===== config.mk =====
export PLATFORM = sky130hd
export DESIGN_NAME = module_alu_mdu_flat
export DESIGN_NICKNAME = d
export VERILOG_FILES = /design/src/rtl/alu_mdu_if.sv /design/src/rtl/module_alu_mdu.sv /design/src/flat_wrapper.sv
export SDC_FILE = /design/constraint.sdc
export NUM_CORES = 2
export LEC_CHECK = 0
export BUFFER_PORTS_ARGS = -buffer_cell sky130_fd_sc_hd__buf_2
export CORE_MARGIN = 3
export CORE_UTILIZATION = 56
export CTS_CLUSTER_SIZE = 24
export DETAILED_ROUTE_END_ITERATION = 12
export GPL_TIMING_DRIVEN = 0
export PLACE_DENSITY = 0.73
export SLEW_MARGIN = 0
export SYNTH_ARGS = -nofsm -noshare
export SYNTH_HDL_FRONTEND = slang
export SYNTH_SLANG_ARGS = --single-unit

===== constraint.sdc =====
create_clock -name clk_i -period 1.3 [get_ports clk_i]
set_clock_uncertainty 0.15 [all_clocks]
set_input_delay 0.195 -clock clk_i [delete_from_list [all_inputs] [get_ports clk_i]]
set_output_delay 0.195 -clock clk_i [all_outputs]
set_load 0.02 [all_outputs]

===== src/rtl/alu_mdu_if.sv =====
// alu_mdu_if: request/response bundle between the issue stage and module_alu_mdu.
//   slave  : the arithmetic unit (takes the request, drives the result/handshake)
//   master : the issuing stage
// Request : valid_i, flush_i, alu_op_i, opb5_i, funct3_i, funct7b5_i,
//           funct7b0_i, src_a_i, src_b_i
// Response: ready_o, result_o, valid_o, busy_o, illegal_o
interface alu_mdu_if #(parameter int WIDTH = 32);
  logic             valid_i;
  logic             ready_o;
  logic             flush_i;
  logic [1:0]       alu_op_i;
  logic             opb5_i;
  logic [2:0]       funct3_i;
  logic             funct7b5_i;
  logic             funct7b0_i;
  logic [WIDTH-1:0] src_a_i;
  logic [WIDTH-1:0] src_b_i;
  logic [WIDTH-1:0] result_o;
  logic             valid_o;
  logic             busy_o;
  logic             illegal_o;

  modport slave (
    input  valid_i, flush_i, alu_op_i, opb5_i, funct3_i, funct7b5_i, funct7b0_i,
           src_a_i, src_b_i,
    output ready_o, result_o, valid_o, busy_o, illegal_o
  );

  modport master (
    output valid_i, flush_i, alu_op_i, opb5_i, funct3_i, funct7b5_i, funct7b0_i,
           src_a_i, src_b_i,
    input  ready_o, result_o, valid_o, busy_o, illegal_o
  );
endinterface


===== src/rtl/module_alu_mdu.sv =====
// module_alu_mdu: RV32I/RV32M execute-stage arithmetic unit.
//   Base ALU ops and multiply complete one cycle after acceptance with a
//   registered result. div/divu/rem/remu run on an iterative restoring
//   divider (one quotient bit per cycle) that holds ready_o low while busy.
// Ports:
//   clk_i    : clock, all state on rising edge
//   rst_n_i  : asynchronous active-low reset
//   bus      : alu_mdu_if.slave (request fields, handshake, result)
// Build option:
//   ALU_MDU_DIV_EN : when defined the divide FSM is built; otherwise divide
//                    ops return 0 with illegal_o set, one cycle latency.
module module_alu_mdu #(
  parameter int WIDTH = 32
) (
  input  logic     clk_i,
  input  logic     rst_n_i,
  alu_mdu_if.slave bus
);
  localparam int SW = $clog2(WIDTH);

  logic [WIDTH-1:0] a, b;
  logic [2:0]       f3;
  logic [SW-1:0]    shamt;
  assign a     = bus.src_a_i;
  assign b     = bus.src_b_i;
  assign f3    = bus.funct3_i;
  assign shamt = b[SW-1:0];

  logic is_m, is_div, ready, accept;
  assign is_m   = bus.alu_op_i[1] & bus.opb5_i & bus.funct7b0_i;
  assign is_div = is_m & f3[2];
  assign accept = bus.valid_i & ready & ~bus.flush_i;

  // ---------------- base ALU ----------------
  logic [WIDTH-1:0] base_res;
  always_comb begin
    base_res = '0;
    unique case (f3)
      3'b000: base_res = (bus.opb5_i & bus.funct7b5_i) ? a - b : a + b;
      3'b001: base_res = a << shamt;
      3'b010: base_res = {{(WIDTH-1){1'b0}}, ($signed(a) < $signed(b))};
      3'b011: base_res = {{(WIDTH-1){1'b0}}, (a < b)};
      3'b100: base_res = a ^ b;
      3'b101: base_res = bus.funct7b5_i ? WIDTH'($signed(a) >>> shamt) : a >> shamt;
      3'b110: base_res = a | b;
      default: base_res = a & b;
    endcase
  end

  // ---------------- multiply ----------------
  // Operands are extended to 2*WIDTH according to funct3 signedness; the
  // product modulo 2^(2*WIDTH) is then the exact two's-complement product.
  logic                 a_sx, b_sx;
  logic [2*WIDTH-1:0]   pa, pb, prod;
  logic [WIDTH-1:0]     mul_res;
  always_comb begin
    a_sx    = (f3[1:0] == 2'b01) | (f3[1:0] == 2'b10);
    b_sx    = (f3[1:0] == 2'b01);
    pa      = {{WIDTH{a_sx & a[WIDTH-1]}}, a};
    pb      = {{WIDTH{b_sx & b[WIDTH-1]}}, b};
    prod    = pa * pb;
    mul_res = (f3[1:0] == 2'b00) ? prod[WIDTH-1:0] : prod[2*WIDTH-1:WIDTH];
  end

  // ---------------- single-cycle result ----------------
  logic [WIDTH-1:0] sc_res;
  logic             sc_ill;
  logic             div_start;
  logic             done_vld;
  logic [WIDTH-1:0] div_res;

`ifdef ALU_MDU_DIV_EN
  localparam logic [WIDTH-1:0] MIN_NEG = {1'b1, {(WIDTH-1){1'b0}}};
  localparam int CW = SW + 1;

  typedef enum logic [1:0] {S_IDLE, S_DIV, S_DONE} state_t;
  state_t state, state_nxt;

  logic             signed_op, a_neg, b_neg, b_zero, ovf;
  logic [WIDTH-1:0] a_mag, b_mag, spec_res;
  always_comb begin
    signed_op = ~f3[0];
    a_neg     = signed_op & a[WIDTH-1];
    b_neg     = signed_op & b[WIDTH-1];
    a_mag     = a_neg ? -a : a;
    b_mag     = b_neg ? -b : b;
    b_zero    = (b == '0);
    ovf       = signed_op & (a == MIN_NEG) & (b == '1);
    // div-by-zero and signed overflow bypass the FSM entirely
    if (b_zero) spec_res = f3[1] ? a : '1;
    else        spec_res = f3[1] ? '0 : MIN_NEG;
  end
  assign div_start = accept & is_div & ~b_zero & ~ovf;

  logic [WIDTH-1:0] quo, rem, dvs;
  logic [CW-1:0]    cnt;
  logic             neg_q, neg_r, is_rem;

  // FSM: state register
  always_ff @(posedge clk_i or negedge rst_n_i) begin
    if (!rst_n_i) state <= S_IDLE;
    else          state <= state_nxt;
  end

  // FSM: next state
  always_comb begin
    state_nxt = state;
    if (bus.flush_i) state_nxt = S_IDLE;
    else begin
      unique case (state)
        S_IDLE: if (div_start) state_nxt = S_DIV;
        S_DIV:  if (cnt == CW'(1)) state_nxt = S_DONE;
        default: state_nxt = S_IDLE;
      endcase
    end
  end

  // FSM: outputs
  always_comb begin
    ready    = (state == S_IDLE);
    done_vld = (state == S_DONE) & ~bus.flush_i;
  end

  // Restoring step: shift next dividend bit into the partial remainder and
  // subtract the divisor if it fits (top bit of diff is the borrow).
  logic [WIDTH:0]   rem_sh, diff;
  logic [WIDTH-1:0] rem_nxt, quo_nxt;
  always_comb begin
    rem_sh = {rem, quo[WIDTH-1]};
    diff   = rem_sh - {1'b0, dvs};
    if (!diff[WIDTH]) begin
      rem_nxt = diff[WIDTH-1:0];
      quo_nxt = {quo[WIDTH-2:0], 1'b1};
    end else begin
      rem_nxt = rem_sh[WIDTH-1:0];
      quo_nxt = {quo[WIDTH-2:0], 1'b0};
    end
  end

  always_ff @(posedge clk_i or negedge rst_n_i) begin
    if (!rst_n_i) begin
      quo    <= '0;
      rem    <= '0;
      dvs    <= '0;
      cnt    <= '0;
      neg_q  <= 1'b0;
      neg_r  <= 1'b0;
      is_rem <= 1'b0;
    end else if (div_start) begin
      quo    <= a_mag;
      rem    <= '0;
      dvs    <= b_mag;
      cnt    <= CW'(WIDTH);
      neg_q  <= a_neg ^ b_neg;
      neg_r  <= a_neg;
      is_rem <= f3[1];
    end else if (state == S_DIV) begin
      quo <= quo_nxt;
      rem <= rem_nxt;
      cnt <= cnt - CW'(1);
    end
  end

  always_comb begin
    if (is_rem) div_res = neg_r ? -rem : rem;
    else        div_res = neg_q ? -quo : quo;
  end

  assign bus.busy_o = (state != S_IDLE);
  assign sc_ill     = 1'b0;
`else
  assign ready      = 1'b1;
  assign div_start  = 1'b0;
  assign done_vld   = 1'b0;
  assign div_res    = '0;
  assign bus.busy_o = 1'b0;
  assign sc_ill     = is_div;
`endif

  always_comb begin
    unique case (bus.alu_op_i)
      2'b00:   sc_res = a + b;
      2'b01:   sc_res = a - b;
      default: sc_res = base_res;
    endcase
    if (is_m) sc_res = mul_res;
`ifdef ALU_MDU_DIV_EN
    if (is_div) sc_res = spec_res;
`else
    if (is_div) sc_res = '0;
`endif
  end

  // ---------------- output registers ----------------
  logic [WIDTH-1:0] result_r;
  logic             valid_r, illegal_r;
  always_ff @(posedge clk_i or negedge rst_n_i) begin
    if (!rst_n_i) begin
      result_r  <= '0;
      valid_r   <= 1'b0;
      illegal_r <= 1'b0;
    end else begin
      valid_r   <= 1'b0;
      illegal_r <= 1'b0;
      if (accept && !div_start) begin
        result_r  <= sc_res;
        valid_r   <= 1'b1;
        illegal_r <= sc_ill;
      end else if (done_vld) begin
        // keep the divide result visible after the DONE pulse
        result_r <= div_res;
      end
    end
  end

  // During DONE the divider result is presented directly so that a flush in
  // that same cycle can suppress both the pulse and the new value.
  assign bus.ready_o   = ready;
  assign bus.valid_o   = valid_r | done_vld;
  assign bus.result_o  = done_vld ? div_res : result_r;
  assign bus.illegal_o = illegal_r;
endmodule


===== src/flat_wrapper.sv =====
// flat-port wrapper written by rule: the top's interface ports become plain ports
module module_alu_mdu_flat 
#(
  parameter int WIDTH = 32
)
  (clk_i, rst_n_i, bus_valid_i, bus_flush_i, bus_alu_op_i, bus_opb5_i, bus_funct3_i, bus_funct7b5_i, bus_funct7b0_i, bus_src_a_i, bus_src_b_i, bus_ready_o, bus_result_o, bus_valid_o, bus_busy_o, bus_illegal_o);
  alu_mdu_if #(.WIDTH(WIDTH)) bus_i ();
  input  logic clk_i;
  input  logic rst_n_i;
  input wire logic [$bits(bus_i.valid_i)-1:0] bus_valid_i;
  input wire logic [$bits(bus_i.flush_i)-1:0] bus_flush_i;
  input wire logic [$bits(bus_i.alu_op_i)-1:0] bus_alu_op_i;
  input wire logic [$bits(bus_i.opb5_i)-1:0] bus_opb5_i;
  input wire logic [$bits(bus_i.funct3_i)-1:0] bus_funct3_i;
  input wire logic [$bits(bus_i.funct7b5_i)-1:0] bus_funct7b5_i;
  input wire logic [$bits(bus_i.funct7b0_i)-1:0] bus_funct7b0_i;
  input wire logic [$bits(bus_i.src_a_i)-1:0] bus_src_a_i;
  input wire logic [$bits(bus_i.src_b_i)-1:0] bus_src_b_i;
  output wire logic [$bits(bus_i.ready_o)-1:0] bus_ready_o;
  output wire logic [$bits(bus_i.result_o)-1:0] bus_result_o;
  output wire logic [$bits(bus_i.valid_o)-1:0] bus_valid_o;
  output wire logic [$bits(bus_i.busy_o)-1:0] bus_busy_o;
  output wire logic [$bits(bus_i.illegal_o)-1:0] bus_illegal_o;
  assign bus_i.valid_i = bus_valid_i;
  assign bus_i.flush_i = bus_flush_i;
  assign bus_i.alu_op_i = bus_alu_op_i;
  assign bus_i.opb5_i = bus_opb5_i;
  assign bus_i.funct3_i = bus_funct3_i;
  assign bus_i.funct7b5_i = bus_funct7b5_i;
  assign bus_i.funct7b0_i = bus_funct7b0_i;
  assign bus_i.src_a_i = bus_src_a_i;
  assign bus_i.src_b_i = bus_src_b_i;
  assign bus_ready_o = bus_i.ready_o;
  assign bus_result_o = bus_i.result_o;
  assign bus_valid_o = bus_i.valid_o;
  assign bus_busy_o = bus_i.busy_o;
  assign bus_illegal_o = bus_i.illegal_o;
  module_alu_mdu #(.WIDTH(WIDTH)) u_core (.clk_i(clk_i), .rst_n_i(rst_n_i), .bus(bus_i));
endmodule

==> metrics.md <==
| Metric | Value |
|---|---|
| Outcome | `complete, but fails checks` |
| Failing checks | `setup timing` |
| Setup repair after global routing missed its margin | `yes` |
| Flop and latch count out of synthesis | `34` |
| Sequential cell area fraction in the yosys report | `0.0177` |
| Post-route setup slack | `-7500 ps` |
| CP Capture Type | `flip-flop` |
| Residual antenna-violating net count after detailed routing | `0` |
| Placed cell areas | `between 50000 and 60000 um^2` |
| Main synth FF type | `sky130_fd_sc_hd__dfrtp_1` |
| Worst path arrival time | `just under 9000 ps` |
| Die X-Extent | `around 300 um` |
| Worst-path clk slew | `about 60 ps` |
| Most common library cell in the layout ignoring fill and taps | `sky130_fd_sc_hd__inv_1` |
| Post-layout net count | `7588` |
| Post-layout minimum cycle time | `8800 ps` |
| Area growth from synthesis to layout | `17.2%` |
| Critical path's largest stage delay | `around 600 ps` |
| # setup viols final | `32` |
| Vias in the first global route | `~50k` |
| Final instance area | `roughly 56000 um^2` |
| Synthesized net count | `between 7k and 8k` |
| Min-Delay Path Class | `input pin to asynchronous set/reset pin` |
| Combined area of all synthesized cells | `a little under 50000 um^2` |
| Fraction of final layout cells with drive strength greater than 1 | `0.176` |
| Worst endpoint required time | `1330 ps` |
| Most frequent cells in the layout | `sky130_fd_sc_hd__inv_1 (1223), sky130_fd_sc_hd__fa_1 (1075), sky130_fd_sc_hd__nand2_1 (941)` |
| Dominant cell type by area after synthesis | `sky130_fd_sc_hd__fa_1` |
| Number of vias in the routed layout | `roughly 50k` |
| Tightest slew margin relative to the limit | `0.0298` |
| Peak Freq | `114 MHz` |
| Warnings from Yosys | `0` |
| Std-Cell Core Area | `84400 um^2` |
| Synth cell types | `a little under 100` |
| Global-route wire length before repair | `around 350 mm` |
| Number of core rows | `around 110` |
| R2r worst-path depth | `4` |
| Post-DR wirelength/cell | `35.9 um` |
| Number of flops mapped to enable cells by yosys | `0` |
| Antenna violations before repair | `22` |
| Sum of overflow across all layers after global routing | `0` |
| CTS Buf Count | `5` |
| TritonCTS clock tree | `done` |
| CP Launch Type | `input pin` |
| Post-detail-place hpwl | `~200 mm` |
| Most frequent cell on the critical path | `sky130_fd_sc_hd__fa_1` |
| Clock root buffer | `sky130_fd_sc_hd__clkbuf_16` |
| Insertion delay of the later-clocked pin in the worst-skew pair | `about 300 ps` |
| Final Core Density | `0.668` |
| Post-synth ARST share | `1.00` |
| Detailed-route wire length | `about 260 mm` |
| Gr usage total | `0.560` |
| Count of clock tree sinks | `34` |
| Largest driver fanout on the critical path | `11` |
| Leading cell types by total area after synthesis | `sky130_fd_sc_hd__fa_1 (47%), sky130_fd_sc_hd__inv_1 (10%), sky130_fd_sc_hd__ha_1 (8.1%)` |
| Pin count of the biggest net entering global routing | `35` |
| Vias per Instance | `6.80` |
| Synth top area share | `0.469` |
| Length of the first detailed-routing pass in iterations | `10` |
| H-tree Lvls | `2` |
| Hold Fails Final Rpt | `0` |
| Mean area per synthesized cell | `between 8 and 9 um^2` |
| Initial standard-cell utilization of the core | `0.570` |
| Fill cell instance count of the final layout | `about 6.6k` |
| Sequential standard cell area | `approximately 850 um^2` |
| DIE HEIGHT | `~300 um` |
| Total Die Area | `89400 um^2` |
| Area of combinational cells with multiple inputs | `roughly 43000 um^2` |
| GP Congestion | `roughly 1.1` |
| DRC marker count from the first detailed-route iteration | `slightly below 8k` |
| IO Count | `approximately 110` |
| Cell count after synthesis | `5745` |
| Clk buf depth | `2` |
| DRC viols | `0` |
| Port Buf Inserts | `approximately 110` |
| Final worst-path cycle share | `6.77` |
| Max Transition Viols Final | `0` |
| Worst Setup Path Type | `input pin to flip-flop` |
| Transition time of the tightest slew-check pin | `around 1400 ps` |
| Number of violations of the max-capacitance limit | `0` |
| CP max stage cell | `sky130_fd_sc_hd__buf_1` |
per-stage QoR:
step           setup TNS (ps)  std cells  hold slack [ps]  setup WS [ps]
2_1_floorplan         -197210       5745             -251          -7000
3_3_place_gp          -278930       6987              147          -9540
3_5_place_dp          -279550       6988              183          -9530
4_1_cts               -216880       7131              280          -7040
5_1_grt               -226090       7210              302          -7550
6_report              -225320       7220              283          -7500
flip-flops by register name (all words and copies together), names as in the netlist:
register,cells
u_core.bus.illegal_o,1
u_core.bus.result_o,32
u_core.bus.valid_o,1
per-layer routing:
metal  part of all wire  wire length, um  vias to the layer above  GRT usage
met1               0.32            82900                    24300      0.665
met2               0.38            99500                     4906      0.757
li1                   -                -                    18100          -
met4               0.12            30500                       36      0.466
met5             0.0024              629                        -          0
met3               0.18            45500                     1744      0.277
critical path: cells and delay by family:
kind / cells / cell delay [ps]
adders and majority gates: 9 / 4440
buffers and inverters: 11 / 1960
and+or+nand+nor: 5 / 1130
AOI/OAI and AO/OA: 3 / 500
xor gates and xnor gates: 1 / 410
muxes: 1 / 170
cells in the mapped netlist (all sizes together) (39+ instances only):
cell / count
o21ai: 179
mux2i: 64
nand2: 974
clkbuf: 232
a21oi: 215
buf: 104
nor3: 39
nor2: 455
xnor2: 98
fa: 1127
ha: 313
inv: 1303
mux4: 50
final cells by class:
cell class	instances	area share
diodes	13	0.000577
plain buffers	325	0.0511
clock buffers	5	0.00222
clock inverters	3	0.000800
inverters	1328	0.0916
multi-input cells	4045	0.767
flip-flops and latches	34	0.0151
well taps	1134	0.0252
repair buffers	333	0.0469
worst paths after layout:
path	start	to	slack, ps
hold / removal	rst_n_i	u_core.bus.result_o[10]	280
max in group asynchronous	rst_n_i	u_core.bus.result_o[30]	350
setup / recovery	bus_src_b_i[30]	u_core.bus.result_o[18]	-7500
hold reg to reg	u_core.bus.result_o[18]	u_core.bus.result_o[18]	330
min in group clk_i	bus_valid_i	u_core.bus.result_o[30]	290
setup reg to reg	u_core.bus.result_o[27]	u_core.bus.result_o[27]	-120
what timing repair did:
action / CTS / global route
hold buffers: 1 / 0
buffers inserted: 140 / 95
cloned: 0 / 2
pin swaps: 115 / 215
endpoints found under the setup margin: 33 / 66
gates resized for setup: 699 / 453
endpoints found under the hold margin: 34 / 0
logic make-up (layout without fill, tap and decap cells):
family / Yosys count / in the layout / share of synthesized area
AOI/OAI and AO/OA: 744 / 744 / 0.103
xor gates and xnor gates: 125 / 125 / 0.0228
adders and majority gates: 1440 / 1440 / 0.551
buffers and inverters: 1666 / 1994 / 0.133
DFF: 34 / 34 / 0.0177
muxes: 120 / 120 / 0.0382
other: 2 / 15 / 0.000156
and+or+nand+nor: 1614 / 1614 / 0.134
Power is left out: the tool's default activity adds up to more than one toggle a clock period on the data nets, which glitch-free logic cannot reach.
